### src/rtl/core_dmem_arbiter_if.sv
// Bus bundle between the per-hart load/store channels, the shared data-memory
// port and the arbiter; the arbiter uses the slave view, the environment the master view.
interface core_dmem_arbiter_if #(
  parameter int NUM_HARTS  = 2,
  parameter int ADDR_WIDTH = 32,
  parameter int DATA_WIDTH = 32,
  parameter int MASK_WIDTH = DATA_WIDTH / 8,
  parameter int GID_WIDTH  = (NUM_HARTS > 1) ? $clog2(NUM_HARTS) : 1
);
  logic [NUM_HARTS-1:0]            io_req_valid;
  logic [NUM_HARTS-1:0]            io_req_ready;
  logic [NUM_HARTS*ADDR_WIDTH-1:0] io_req_addr;
  logic [NUM_HARTS-1:0]            io_req_wen;
  logic [NUM_HARTS*DATA_WIDTH-1:0] io_req_wdata;
  logic [NUM_HARTS*MASK_WIDTH-1:0] io_req_wmask;
  logic [NUM_HARTS-1:0]            io_resp_valid;
  logic [DATA_WIDTH-1:0]           io_resp_rdata;
  logic                            io_resp_err;
  logic                            io_mem_req_valid;
  logic                            io_mem_req_ready;
  logic [ADDR_WIDTH-1:0]           io_mem_addr;
  logic                            io_mem_wen;
  logic [DATA_WIDTH-1:0]           io_mem_wdata;
  logic [MASK_WIDTH-1:0]           io_mem_wmask;
  logic                            io_mem_resp_valid;
  logic [DATA_WIDTH-1:0]           io_mem_resp_rdata;
  logic [GID_WIDTH-1:0]            io_grant_id;
  logic                            io_busy;

  modport slave (
    input  io_req_valid, io_req_addr, io_req_wen, io_req_wdata, io_req_wmask,
    input  io_mem_req_ready, io_mem_resp_valid, io_mem_resp_rdata,
    output io_req_ready, io_resp_valid, io_resp_rdata, io_resp_err,
    output io_mem_req_valid, io_mem_addr, io_mem_wen, io_mem_wdata, io_mem_wmask,
    output io_grant_id, io_busy
  );

  modport master (
    output io_req_valid, io_req_addr, io_req_wen, io_req_wdata, io_req_wmask,
    output io_mem_req_ready, io_mem_resp_valid, io_mem_resp_rdata,
    input  io_req_ready, io_resp_valid, io_resp_rdata, io_resp_err,
    input  io_mem_req_valid, io_mem_addr, io_mem_wen, io_mem_wdata, io_mem_wmask,
    input  io_grant_id, io_busy
  );
endinterface

### src/rtl/core_dmem_arbiter.sv
// Round-robin arbiter funnelling per-hart load/store channels onto one data-memory
// port, one transaction in flight, with a read-response timeout that flags an error.
module core_dmem_arbiter #(
  parameter int NUM_HARTS  = 2,
  parameter int ADDR_WIDTH = 32,
  parameter int DATA_WIDTH = 32,
  parameter int MASK_WIDTH = DATA_WIDTH / 8,
  parameter int TIMEOUT    = 255,
  parameter int GID_WIDTH  = (NUM_HARTS > 1) ? $clog2(NUM_HARTS) : 1
) (
  input  logic               clk,
  input  logic               rst,
  core_dmem_arbiter_if.slave bus
);
  localparam int CNT_W = (TIMEOUT > 1) ? $clog2(TIMEOUT) : 1;
  localparam logic [CNT_W-1:0] CNT_LAST = (TIMEOUT > 0) ? CNT_W'(TIMEOUT - 1) : '0;
  localparam logic [GID_WIDTH-1:0] GID_LAST = GID_WIDTH'(NUM_HARTS - 1);

  typedef enum logic [1:0] {
    ST_IDLE  = 2'd0,
    ST_ISSUE = 2'd1,
    ST_WAIT  = 2'd2,
    ST_ACK   = 2'd3
  } state_t;

  state_t                state_q, state_d;
  logic [GID_WIDTH-1:0]  rr_ptr_q, rr_ptr_d;
  logic [GID_WIDTH-1:0]  grant_id_q, grant_id_d;
  logic [ADDR_WIDTH-1:0] addr_q, addr_d;
  logic                  wen_q, wen_d;
  logic [DATA_WIDTH-1:0] wdata_q, wdata_d;
  logic [MASK_WIDTH-1:0] wmask_q, wmask_d;
  logic [CNT_W-1:0]      cnt_q, cnt_d;
  logic [DATA_WIDTH-1:0] rdata_q, rdata_d;
  logic                  err_q, err_d;

  logic                  any_found_s, hi_found_s, grant_valid_s;
  logic [GID_WIDTH-1:0]  any_id_s, hi_id_s, grant_id_s;
  logic [ADDR_WIDTH-1:0] sel_addr_s;
  logic                  sel_wen_s;
  logic [DATA_WIDTH-1:0] sel_wdata_s;
  logic [MASK_WIDTH-1:0] sel_wmask_s;
  logic [NUM_HARTS-1:0]  req_ready_s, resp_valid_s;

  // Round-robin pick: lowest valid hart at or above rr_ptr, else lowest valid overall.
  always_comb begin
    any_found_s = 1'b0;
    any_id_s    = '0;
    hi_found_s  = 1'b0;
    hi_id_s     = '0;
    for (int h = NUM_HARTS - 1; h >= 0; h--) begin
      any_found_s = any_found_s | bus.io_req_valid[h];
      any_id_s    = bus.io_req_valid[h] ? GID_WIDTH'(h) : any_id_s;
      hi_found_s  = hi_found_s | (bus.io_req_valid[h] & (GID_WIDTH'(h) >= rr_ptr_q));
      hi_id_s     = (bus.io_req_valid[h] && (GID_WIDTH'(h) >= rr_ptr_q)) ? GID_WIDTH'(h) : hi_id_s;
    end
    grant_valid_s = any_found_s;
    grant_id_s    = hi_found_s ? hi_id_s : any_id_s;
  end

  // Mux the granted hart's request fields out of the flattened buses.
  always_comb begin
    sel_addr_s  = '0;
    sel_wen_s   = 1'b0;
    sel_wdata_s = '0;
    sel_wmask_s = '0;
    for (int h = 0; h < NUM_HARTS; h++) begin
      sel_addr_s  = (grant_id_s == GID_WIDTH'(h)) ? bus.io_req_addr[h*ADDR_WIDTH +: ADDR_WIDTH] : sel_addr_s;
      sel_wen_s   = (grant_id_s == GID_WIDTH'(h)) ? bus.io_req_wen[h] : sel_wen_s;
      sel_wdata_s = (grant_id_s == GID_WIDTH'(h)) ? bus.io_req_wdata[h*DATA_WIDTH +: DATA_WIDTH] : sel_wdata_s;
      sel_wmask_s = (grant_id_s == GID_WIDTH'(h)) ? bus.io_req_wmask[h*MASK_WIDTH +: MASK_WIDTH] : sel_wmask_s;
    end
  end

  // Transaction sequencing: next state, latched request, response data and timeout count.
  always_comb begin
    state_d    = state_q;
    rr_ptr_d   = rr_ptr_q;
    grant_id_d = grant_id_q;
    addr_d     = addr_q;
    wen_d      = wen_q;
    wdata_d    = wdata_q;
    wmask_d    = wmask_q;
    cnt_d      = cnt_q;
    rdata_d    = rdata_q;
    err_d      = err_q;
    case (state_q)
      ST_IDLE: begin
        if (grant_valid_s) begin
          grant_id_d = grant_id_s;
          addr_d     = sel_addr_s;
          wen_d      = sel_wen_s;
          wdata_d    = sel_wdata_s;
          wmask_d    = sel_wmask_s;
          rr_ptr_d   = (grant_id_s == GID_LAST) ? '0 : grant_id_s + GID_WIDTH'(1);
          state_d    = ST_ISSUE;
        end else begin
          state_d = ST_IDLE;
        end
      end
      ST_ISSUE: begin
        if (bus.io_mem_req_ready) begin
          if (wen_q) begin
            rdata_d = '0;
            err_d   = 1'b0;
            state_d = ST_ACK;
          end else begin
            cnt_d   = '0;
            state_d = ST_WAIT;
          end
        end else begin
          state_d = ST_ISSUE;
        end
      end
      ST_WAIT: begin
        // A response arriving on the last allowed cycle beats the timeout.
        if (bus.io_mem_resp_valid) begin
          rdata_d = bus.io_mem_resp_rdata;
          err_d   = 1'b0;
          state_d = ST_ACK;
        end else if ((TIMEOUT != 0) && (cnt_q == CNT_LAST)) begin
          rdata_d = '0;
          err_d   = 1'b1;
          state_d = ST_ACK;
        end else begin
          cnt_d = cnt_q + CNT_W'(1);
        end
      end
      ST_ACK: begin
        state_d = ST_IDLE;
      end
      default: begin
        state_d = ST_IDLE;
      end
    endcase
  end

  // State and datapath registers.
  always_ff @(posedge clk or negedge rst) begin
    if (!rst) begin
      state_q    <= ST_IDLE;
      rr_ptr_q   <= '0;
      grant_id_q <= '0;
      addr_q     <= '0;
      wen_q      <= 1'b0;
      wdata_q    <= '0;
      wmask_q    <= '0;
      cnt_q      <= '0;
      rdata_q    <= '0;
      err_q      <= 1'b0;
    end else begin
      state_q    <= state_d;
      rr_ptr_q   <= rr_ptr_d;
      grant_id_q <= grant_id_d;
      addr_q     <= addr_d;
      wen_q      <= wen_d;
      wdata_q    <= wdata_d;
      wmask_q    <= wmask_d;
      cnt_q      <= cnt_d;
      rdata_q    <= rdata_d;
      err_q      <= err_d;
    end
  end

  // Per-hart ready (held low while reset is asserted) and completion pulse decode.
  always_comb begin
    req_ready_s  = '0;
    resp_valid_s = '0;
    for (int h = 0; h < NUM_HARTS; h++) begin
      req_ready_s[h]  = rst && (state_q == ST_IDLE) && grant_valid_s && (grant_id_s == GID_WIDTH'(h));
      resp_valid_s[h] = (state_q == ST_ACK) && (grant_id_q == GID_WIDTH'(h));
    end
  end

  assign bus.io_req_ready     = req_ready_s;
  assign bus.io_resp_valid    = resp_valid_s;
  assign bus.io_resp_rdata    = rdata_q;
  assign bus.io_resp_err      = err_q;
  assign bus.io_mem_req_valid = (state_q == ST_ISSUE);
  assign bus.io_mem_addr      = addr_q;
  assign bus.io_mem_wen       = wen_q;
  assign bus.io_mem_wdata     = wdata_q;
  assign bus.io_mem_wmask     = wmask_q;
  assign bus.io_grant_id      = grant_id_q;
  assign bus.io_busy          = (state_q != ST_IDLE);
endmodule

### src/flat_wrapper.sv
// flat-port wrapper written by rule: the top's interface ports become plain ports
module core_dmem_arbiter_flat 
#(
  parameter int NUM_HARTS  = 2,
  parameter int ADDR_WIDTH = 32,
  parameter int DATA_WIDTH = 32,
  parameter int MASK_WIDTH = DATA_WIDTH / 8,
  parameter int TIMEOUT    = 255,
  parameter int GID_WIDTH  = (NUM_HARTS > 1) ? $clog2(NUM_HARTS) : 1
)
  (clk, rst, bus_io_req_valid, bus_io_req_addr, bus_io_req_wen, bus_io_req_wdata, bus_io_req_wmask, bus_io_mem_req_ready, bus_io_mem_resp_valid, bus_io_mem_resp_rdata, bus_io_req_ready, bus_io_resp_valid, bus_io_resp_rdata, bus_io_resp_err, bus_io_mem_req_valid, bus_io_mem_addr, bus_io_mem_wen, bus_io_mem_wdata, bus_io_mem_wmask, bus_io_grant_id, bus_io_busy);
  core_dmem_arbiter_if #(.NUM_HARTS(NUM_HARTS), .ADDR_WIDTH(ADDR_WIDTH), .DATA_WIDTH(DATA_WIDTH), .MASK_WIDTH(MASK_WIDTH), .GID_WIDTH(GID_WIDTH)) bus_i ();
  input  logic clk;
  input  logic rst;
  input wire logic [$bits(bus_i.io_req_valid)-1:0] bus_io_req_valid;
  input wire logic [$bits(bus_i.io_req_addr)-1:0] bus_io_req_addr;
  input wire logic [$bits(bus_i.io_req_wen)-1:0] bus_io_req_wen;
  input wire logic [$bits(bus_i.io_req_wdata)-1:0] bus_io_req_wdata;
  input wire logic [$bits(bus_i.io_req_wmask)-1:0] bus_io_req_wmask;
  input wire logic [$bits(bus_i.io_mem_req_ready)-1:0] bus_io_mem_req_ready;
  input wire logic [$bits(bus_i.io_mem_resp_valid)-1:0] bus_io_mem_resp_valid;
  input wire logic [$bits(bus_i.io_mem_resp_rdata)-1:0] bus_io_mem_resp_rdata;
  output wire logic [$bits(bus_i.io_req_ready)-1:0] bus_io_req_ready;
  output wire logic [$bits(bus_i.io_resp_valid)-1:0] bus_io_resp_valid;
  output wire logic [$bits(bus_i.io_resp_rdata)-1:0] bus_io_resp_rdata;
  output wire logic [$bits(bus_i.io_resp_err)-1:0] bus_io_resp_err;
  output wire logic [$bits(bus_i.io_mem_req_valid)-1:0] bus_io_mem_req_valid;
  output wire logic [$bits(bus_i.io_mem_addr)-1:0] bus_io_mem_addr;
  output wire logic [$bits(bus_i.io_mem_wen)-1:0] bus_io_mem_wen;
  output wire logic [$bits(bus_i.io_mem_wdata)-1:0] bus_io_mem_wdata;
  output wire logic [$bits(bus_i.io_mem_wmask)-1:0] bus_io_mem_wmask;
  output wire logic [$bits(bus_i.io_grant_id)-1:0] bus_io_grant_id;
  output wire logic [$bits(bus_i.io_busy)-1:0] bus_io_busy;
  assign bus_i.io_req_valid = bus_io_req_valid;
  assign bus_i.io_req_addr = bus_io_req_addr;
  assign bus_i.io_req_wen = bus_io_req_wen;
  assign bus_i.io_req_wdata = bus_io_req_wdata;
  assign bus_i.io_req_wmask = bus_io_req_wmask;
  assign bus_i.io_mem_req_ready = bus_io_mem_req_ready;
  assign bus_i.io_mem_resp_valid = bus_io_mem_resp_valid;
  assign bus_i.io_mem_resp_rdata = bus_io_mem_resp_rdata;
  assign bus_io_req_ready = bus_i.io_req_ready;
  assign bus_io_resp_valid = bus_i.io_resp_valid;
  assign bus_io_resp_rdata = bus_i.io_resp_rdata;
  assign bus_io_resp_err = bus_i.io_resp_err;
  assign bus_io_mem_req_valid = bus_i.io_mem_req_valid;
  assign bus_io_mem_addr = bus_i.io_mem_addr;
  assign bus_io_mem_wen = bus_i.io_mem_wen;
  assign bus_io_mem_wdata = bus_i.io_mem_wdata;
  assign bus_io_mem_wmask = bus_i.io_mem_wmask;
  assign bus_io_grant_id = bus_i.io_grant_id;
  assign bus_io_busy = bus_i.io_busy;
  core_dmem_arbiter #(.NUM_HARTS(NUM_HARTS), .ADDR_WIDTH(ADDR_WIDTH), .DATA_WIDTH(DATA_WIDTH), .MASK_WIDTH(MASK_WIDTH), .TIMEOUT(TIMEOUT), .GID_WIDTH(GID_WIDTH)) u_core (.clk(clk), .rst(rst), .bus(bus_i));
endmodule
### config.mk
export PLATFORM = sky130hd
export DESIGN_NAME = core_dmem_arbiter_flat
export DESIGN_NICKNAME = d
export VERILOG_FILES = /design/src/rtl/core_dmem_arbiter_if.sv /design/src/rtl/core_dmem_arbiter.sv /design/src/flat_wrapper.sv
export SDC_FILE = /design/constraint.sdc
export NUM_CORES = 1
export LEC_CHECK = 0
export ABC_AREA = 1
export BUFFER_PORTS_ARGS = -buffer_cell sky130_fd_sc_hd__clkbuf_2
export CAP_MARGIN = 20
export CORE_MARGIN = 10
export CORE_UTILIZATION = 49
export DETAILED_ROUTE_END_ITERATION = 8
export PLACE_DENSITY = 0.87
export SLEW_MARGIN = 10
export SYNTH_ARGS = -nofsm -noshare
export SYNTH_HDL_FRONTEND = slang
export SYNTH_SLANG_ARGS = --single-unit
### constraint.sdc
create_clock -name clk -period 3.15 [get_ports clk]
set_input_delay 0.4725 -clock clk [delete_from_list [all_inputs] [get_ports clk]]
set_output_delay 0.4725 -clock clk [all_outputs]
set_load 0.02 [all_outputs]
==> key figures, run 1 <==
Worst setup path
  • Critical path's slowest cell: dfrtp_1
  • Worst EP required: 2.68 ns
  • Reg2reg end: u_core.bus.io_resp_rdata[12]
  • Crit path buffers/inverters: 3
  • Startpoint Class: flip-flop
  • Critical path endpoint category: output port
  • R2r setup slk: 1.00 ns
  • Worst path depth: 7
  • Worst reg2reg startpoint: u_core.state_q[0]
  • Critical Path, Cell by Cell: inv_1 -> ha_1 -> inv_1 -> nor2_1 -> nand2_1 -> nor2_1 -> clkbuf_2
  • Delay-heaviest family, CP: simple AND/OR/NAND/NOR gates
  • Reg2Reg Depth: 7
  • Arrival @ worst endpoint: 1.94 ns
  • Worst Setup EP: bus_io_req_ready[0]
  • Crit-path max FO: 4
  • Kind of critical path: reg2out
  • CP peak stage delay: 0.42 ns

Floorplanning
  • Die height: 124 um
  • Row count: 37
  • Initial core utilization: 0.506
  • Core Region: 0.0104 mm^2
  • Die Area: 0.0153 mm^2
  • Die W: 124 um
  • Ports: 285

Global routing
  • Largest net degree at the start of global routing: 70
  • GRT Residual Overflow: 0
  • Vias in the first global route: 5437
  • Initial antenna violation count: 0
  • First-pass GRT wire length: 27.3 mm
  • Tot GR Track Use: 0.227

Yosys
  • Top cells by area, synth: dfrtp_1 (54%), nand2_1 (21%), nand3_1 (7.5%)
  • EDFF count, synth: 0
  • Synth area leader: dfrtp_1
  • Syn Inst Count: 637
  • Seq cells post-synth: 114
  • Asr flop ratio synth: 1.00
  • Netlist Area Pre-Place: 0.00527 mm^2
  • Most common cell in the netlist: nand2_1
  • Syn Area/Cell: 8.28 um^2
  • Synth Warn #: 0
  • Main synth FF type: dfrtp_1
  • Area share of the largest cell type after synthesis: 0.541
  • Commonest cells in the netlist: nand2_1 (297), dfrtp_1 (114), nand3_1 (79)
  • Synth unique cells: 23
  • Syn_nets: 820
  • Register area share after synthesis: 0.541

Final layout
  • Fill count: 819
  • Share of layout cells above drive strength 1: 0.401
  • FF/Latch Area: 0.00285 mm^2
  • Area growth, synth to finish: 39.2%
  • Nets: 1099
  • Finished Layout Cells: 1063
  • Diodes inserted: 0
  • Multi-input logic area: 0.00216 mm^2

Pwr
  • Pwr Density: 1030 mW/mm^2
  • Peak supply drop: 851 uV
  • Leak Pwr: 4.00 nW

Timing
  • Final setup viols: 0
  • Crit share post-route: 0.766
  • Clk_skew: 0.0150 ns
  • FMAX: 0.414 GHz
  • Final hold viol count: 0
  • Minimum clock period: 2.41 ns
  • RSZ-0062 raised after global routing: false
  • Fin. max-slew vios: 0
  • Slew margin rel.: 0.501
  • Final worst slack: 0.736 ns
  • Worst Max-Slew Pin Slew: 0.748 ns
  • TNS Setup: 0 ns

Placed design
  • RePlAce Congestion: 0.837
  • Post-DP HPWL: 13.7 mm
  • Setup WS pre-CTS: 1.03 ns
  • Placed cells: 1032
  • PortBufs: 284

Clocking
  • Worst-path clk slew: 0.06 ns
  • Root Buffer: clkbuf_8
  • H-tree levels: 4
  • Postcts setup bufs: 0
  • Maximum buffer depth of the clock tree: 2
  • CTS tree: done
  • Clock Sinks: 114
  • Clock Latency Late Sink: 0.50 ns
  • CTS buffer count: 17

Drt
  • Drt wl/cell: 16.6 um
  • Remaining routing DRC violations: 0
  • Via/cell ratio: 4.93
  • First-pass DRT Iterations: 5
  • ANT nets after route: 0
  • Drt initial violations: 373
  • Vias: 5240
  • Total Wirelength: 17.7 mm

Flow run
  • Max-cap viol count: 0

Outcome
  • Outcome: finished clean

Worst hold path
  • Worst hold path class: in2reg
  • Hold Path Depth: 3
==> tightest hold or removal path, cell delays in order <==
cell	delay (ns)
clkbuf_2	0.07
nand2_1	0.04
nand3_1	0.05
==> per-layer routing <==
metal / up-vias / part of all wire / track usage / wire [um]
met5: - / 0 / 0 / 0
met4: 0 / 0.016 / 0.0757 / 284
met3: 21 / 0.11 / 0.0900 / 1940
met2: 244 / 0.50 / 0.384 / 8920
met1: 2409 / 0.37 / 0.256 / 6540
li1: 2566 / - / - / -
==> repair_timing <==
action	in CTS	in global routing
gates resized for setup	0	0
hold buffers	1	0
endpoints found under the hold margin	11	0
==> layout make-up <==
cell class                 count  share of cell area
clock inverter                10              0.0152
timing repair buffer         293               0.207
sequential                   114               0.389
tap                          136              0.0232
inverter                      22              0.0113
clock buffer                  20              0.0607
multi-input combinational    468               0.294
==> flip-flops by register name, summed over array words and instances (netlist names), named ones only <==
name                      count
u_core.bus.io_mem_addr       32
u_core.bus.io_mem_wdata      32
u_core.bus.io_resp_rdata     32
u_core.cnt_q                  8
u_core.bus.io_mem_wmask       4
u_core.bus.io_grant_id        1
u_core.bus.io_mem_wen         1
u_core.bus.io_resp_err        1
u_core.rr_ptr_q               1
u_core.state_q                1
==> cells by family after synthesis <==
| logic type | share of synthesized area |
|---|---|
| XOR/XNOR | 0.00166 |
| buffers and inverters | 0.0515 |
| adder cells (fa/ha/maj) | 0.0166 |
| AND/OR/NAND/NOR | 0.333 |
| AO/OA/AOI/OAI | 0.0558 |
| flip-flops | 0.541 |
==> where the power goes <==
part	internal (W)	switching [W]	leakage, nW	total (W)
logic	0.00106	0.00235	2.27	0.00341
clock network	0.00115	0.000642	0.268	0.00179
registers	0.00204	0.000353	1.46	0.00239
==> cells in the final DEF, fill, tap and decap left out <==
cell type      synthesis  final
inv_1                 20     20
clkinv_4               0      1
nor2_4                 1      2
inv_2                  2      2
bufinv_16              0      2
nand2_2               22     22
o21ai_0                8      8
o21ai_1                9      9
nand2_1              297    297
nor2_1                14     13
buf_12                 0      2
buf_4                  2      7
nand3_1               79     79
ha_1                   7      7
nand2_4                1      1
clkbuf_16              0     16
clkbuf_2               1    283
xor2_1                 1      1
clkinv_2               0      4
clkbuf_8               0      3
a21boi_0               1      1
dfrtp_1              114    114
o21ai_2               23     23
nand3b_1               3      3
clkbuf_1              15      1
dlygate4sd3_1          0      1
clkinvlp_4             0      3
nor2_2                 1      1
nand4_1                1      1
==> worst min path at each step <==
stage                                               to                start  slack (ns)
after floorplan                              async pin                  rst        0.18
after global placement    u_core.bus.io_resp_rdata[27]                  rst        0.33
after detailed placement  u_core.bus.io_resp_rdata[26]                  rst        0.33
after CTS                   u_core.bus.io_mem_addr[20]  bus_io_req_addr[20]        0.15
after global routing        u_core.bus.io_mem_addr[26]  bus_io_req_addr[26]        0.16
final                       u_core.bus.io_mem_wdata[9]  bus_io_req_wdata[9]        0.18
==> metrics by stage <==
step                      instance area, um^2  hold WS (ns)  utilization  power, W
final                                    7340         0.176        0.704   0.00759
after global routing                     7340         0.163        0.704   0.00809
after CTS                                7340         0.152        0.704   0.00767
after detailed placement                 6770         0.330        0.650   0.00584
after global placement                   6770         0.329        0.650   0.00574
after floorplan                          5270         0.177            -   0.00473
Power figures use the tool's default switching activity.
==> inputs of run 2 (changes only) <==
Settings changed: CORE_UTILIZATION 49 to 41, PLACE_DENSITY 0.87 to 0.77.
Clock period 3.15 ns to 1.99 ns, I/O delays scaled along.
==> run 2 against run 1 <==
The run now ends with negative hold slack left. Worst setup slack worse by 0.64 ns. Clock skew is 0.0046 ns lower. Sequential cell count stayed put. Die area is 16% higher. Final cell count is 4.3% higher. Routed wire length is 0.72% higher. Critical endpoint unchanged. Sequential share of layout area is 0.79 points lower.
==> key figures, run 2 (synthesized netlist as in run 1, its figures left out) <==
Worst setup path
  • Kind of critical path: reg2out (unchanged)
  • Startpoint Class: flip-flop (unchanged)
  • Arrival @ worst endpoint: 1.59 ns (was 1.94 ns)
  • Critical path endpoint category: output port (unchanged)
  • Crit-path max FO: 4 (unchanged)
  • Worst EP required: 1.69 ns (was 2.68 ns)

Timing
  • Fin. max-slew vios: 0 (unchanged)
  • Crit share post-route: 0.950
  • Final hold viol count: 28 (was 0)
  • Clk_skew: 0.0104 ns (was 0.0150 ns)
  • TNS Setup: 0 ns (unchanged)
  • Worst Max-Slew Pin Slew: 0.698 ns (was 0.748 ns)
  • WHS: -0.0819 ns (was 0.176 ns)
  • Slew margin rel.: 0.535 (was 0.501)
  • Final setup viols: 0 (unchanged)
  • FMAX: 0.529 GHz
  • RSZ-0062 raised after global routing: false (unchanged)
  • Minimum clock period: 1.89 ns

Clocking
  • Worst-path clk slew: 0.05 ns (was 0.06 ns)
  • Clock Latency Late Sink: 0.40 ns (was 0.50 ns)
  • H-tree levels: 4 (unchanged)
  • Clock Sinks: 114 (unchanged)
  • Maximum buffer depth of the clock tree: 2 (unchanged)
  • CTS tree: done (unchanged)
  • CTS buffer count: 17 (unchanged)
  • CTS Hold Bufs: 0 (was 1)
  • Root Buffer: clkbuf_16 (was clkbuf_8)

Placed design
  • PortBufs: 284 (unchanged)
  • RePlAce Congestion: 0.895 (was 0.837)
  • Post-DP HPWL: 13.5 mm (was 13.7 mm)
  • Placed Area: 0.00691 mm^2 (was 0.00677 mm^2)

Outcome
  • Failing checks: negative hold slack
  • Outcome: complete, but fails checks (was finished clean)

Global routing
  • Tot GR Track Use: 0.196 (was 0.227)
  • Largest net degree at the start of global routing: 115 (was 70)
  • First-pass GRT wire length: 28.4 mm (was 27.3 mm)
  • Vias in the first global route: 5523 (was 5437)
  • GRT Residual Overflow: 0 (unchanged)
  • Initial antenna violation count: 1 (was 0)

Final layout
  • Nets: 1107 (was 1099)
  • Final Cell Area: 0.00749 mm^2 (was 0.00734 mm^2)
  • Area growth, synth to finish: 42.1% (was 39.2%)
  • Commonest non-fill, non-tap cell in the layout: nand2_1 (unchanged)
  • Most frequent cells in the layout: nand2_1 (297), clkbuf_2 (282), dfrtp_1 (114) (was nand2_1 (297), clkbuf_2 (283), dfrtp_1 (114))
  • Share of layout cells above drive strength 1: 0.411 (was 0.401)
  • Final core occ: 0.593 (was 0.704)

Drt
  • Vias: 5213 (was 5240)
  • ANT nets after route: 0 (unchanged)
  • Drt initial violations: 384 (was 373)
  • Drt wl/cell: 16.1 um (was 16.6 um)
  • Total Wirelength: 17.8 mm (was 17.7 mm)
  • First-pass DRT Iterations: 4 (was 5)
  • Remaining routing DRC violations: 0 (unchanged)
  • Via/cell ratio: 4.70 (was 4.93)

Pwr
  • Leak Pwr: 4.04 nW (was 4.00 nW)
  • Peak supply drop: 815 uV (was 851 uV)
  • Pwr Density: 1640 mW/mm^2 (was 1030 mW/mm^2)

Floorplanning
  • Ports: 285 (unchanged)
  • Die Area: 0.0178 mm^2 (was 0.0153 mm^2)
  • Die height: 133 um (was 124 um)
  • Row count: 41 (was 37)
  • Initial core utilization: 0.418 (was 0.506)
  • Die W: 133 um (was 124 um)
  • Core Region: 0.0126 mm^2 (was 0.0104 mm^2)

Worst hold path
  • Worst hold path class: in2async (was in2reg)

Flow run
  • Max-cap viol count: 0 (unchanged)
run 2: cell types whose count changed in the layout (fill, tap and decap cells not counted), sizes merged:
| cell | before | now |
|---|---|---|
| buf | 9 | 19 |
| bufinv | 2 | 1 |
| clkbuf | 303 | 302 |
| clkinv | 5 | 6 |
| clkinvlp | 3 | 4 |
| diode | 0 | 1 |
| dlygate4sd3 | 1 | 0 |
run 2: repair_timing:
action | 4_1_cts | 5_1_grt
pin swaps | 1 | 2
resized for setup | 4 | 2
setup buffers | 2 | 3
endpoints found under the setup margin | 2 | 21
run 2: final timing paths:
kind	start	end	slack, ns	cells past startpoint
setup reg to reg	u_core.state_q[0]	u_core.bus.io_resp_rdata[11]	0.14	7
hold / removal	rst	u_core.bus.io_resp_rdata[0]	-0.08	2
setup / recovery	u_core.state_q[0]	bus_io_req_ready[0]	0.1	7
max in group asynchronous	rst	u_core.bus.io_mem_addr[6]	1.47	2
hold reg to reg	u_core.bus.io_resp_err	u_core.bus.io_resp_err	0.47	2
min in group clk	bus_io_req_addr[7]	u_core.bus.io_mem_addr[7]	0.10	3
run 2: metrics by stage:
step,instances,worst slack [ns],power (W)
6_report,1109,0.0987,0.0123
5_1_grt,1109,0.00368,0.0131
4_1_cts,1105,0.0192,0.0123
3_5_place_dp,1072,0.101,0.00941
3_3_place_gp,1072,0.197,0.00930
2_1_floorplan,637,0.102,0.00749
run 2: routing by layer:
layer	global-route usage	vias up	part of all wire
li1	-	2592	-
met1	0.225	2385	0.39
met2	0.317	221	0.49
met3	0.0951	15	0.11
met4	0.0586	0	0.010
met5	0	-	0
run 2: where the power goes:
| part | internal [W] | total, W | switching [W] |
|---|---|---|---|
| Combinational | 0.00193 | 0.00570 | 0.00377 |
| Sequential | 0.00323 | 0.00377 | 0.000545 |
| Clock | 0.00172 | 0.00278 | 0.00105 |
| Total | 0.00689 | 0.0123 | 0.00537 |
run 2: critical path, cell delays in order, from the launching register on:
cell	delay [ns]
dfrtp_1	0.38
inv_2	0.09
ha_1	0.17
inv_2	0.07
nor2_2	0.13
nand2_1	0.10
nor2_1	0.10
buf_4	0.15
run 2: area by class of cell:
| type | instances | area, um^2 |
|---|---|---|
| diodes | 1 | 2.50 |
| clock buffers | 20 | 447 |
| clock inverters | 11 | 90.1 |
| fillers | 1183 | 5130 |
| inverters | 22 | 82.6 |
| multi-input cells | 468 | 2160 |
| flip-flops and latches | 114 | 2850 |
| well taps | 172 | 215 |
| repair buffers | 301 | 1640 |
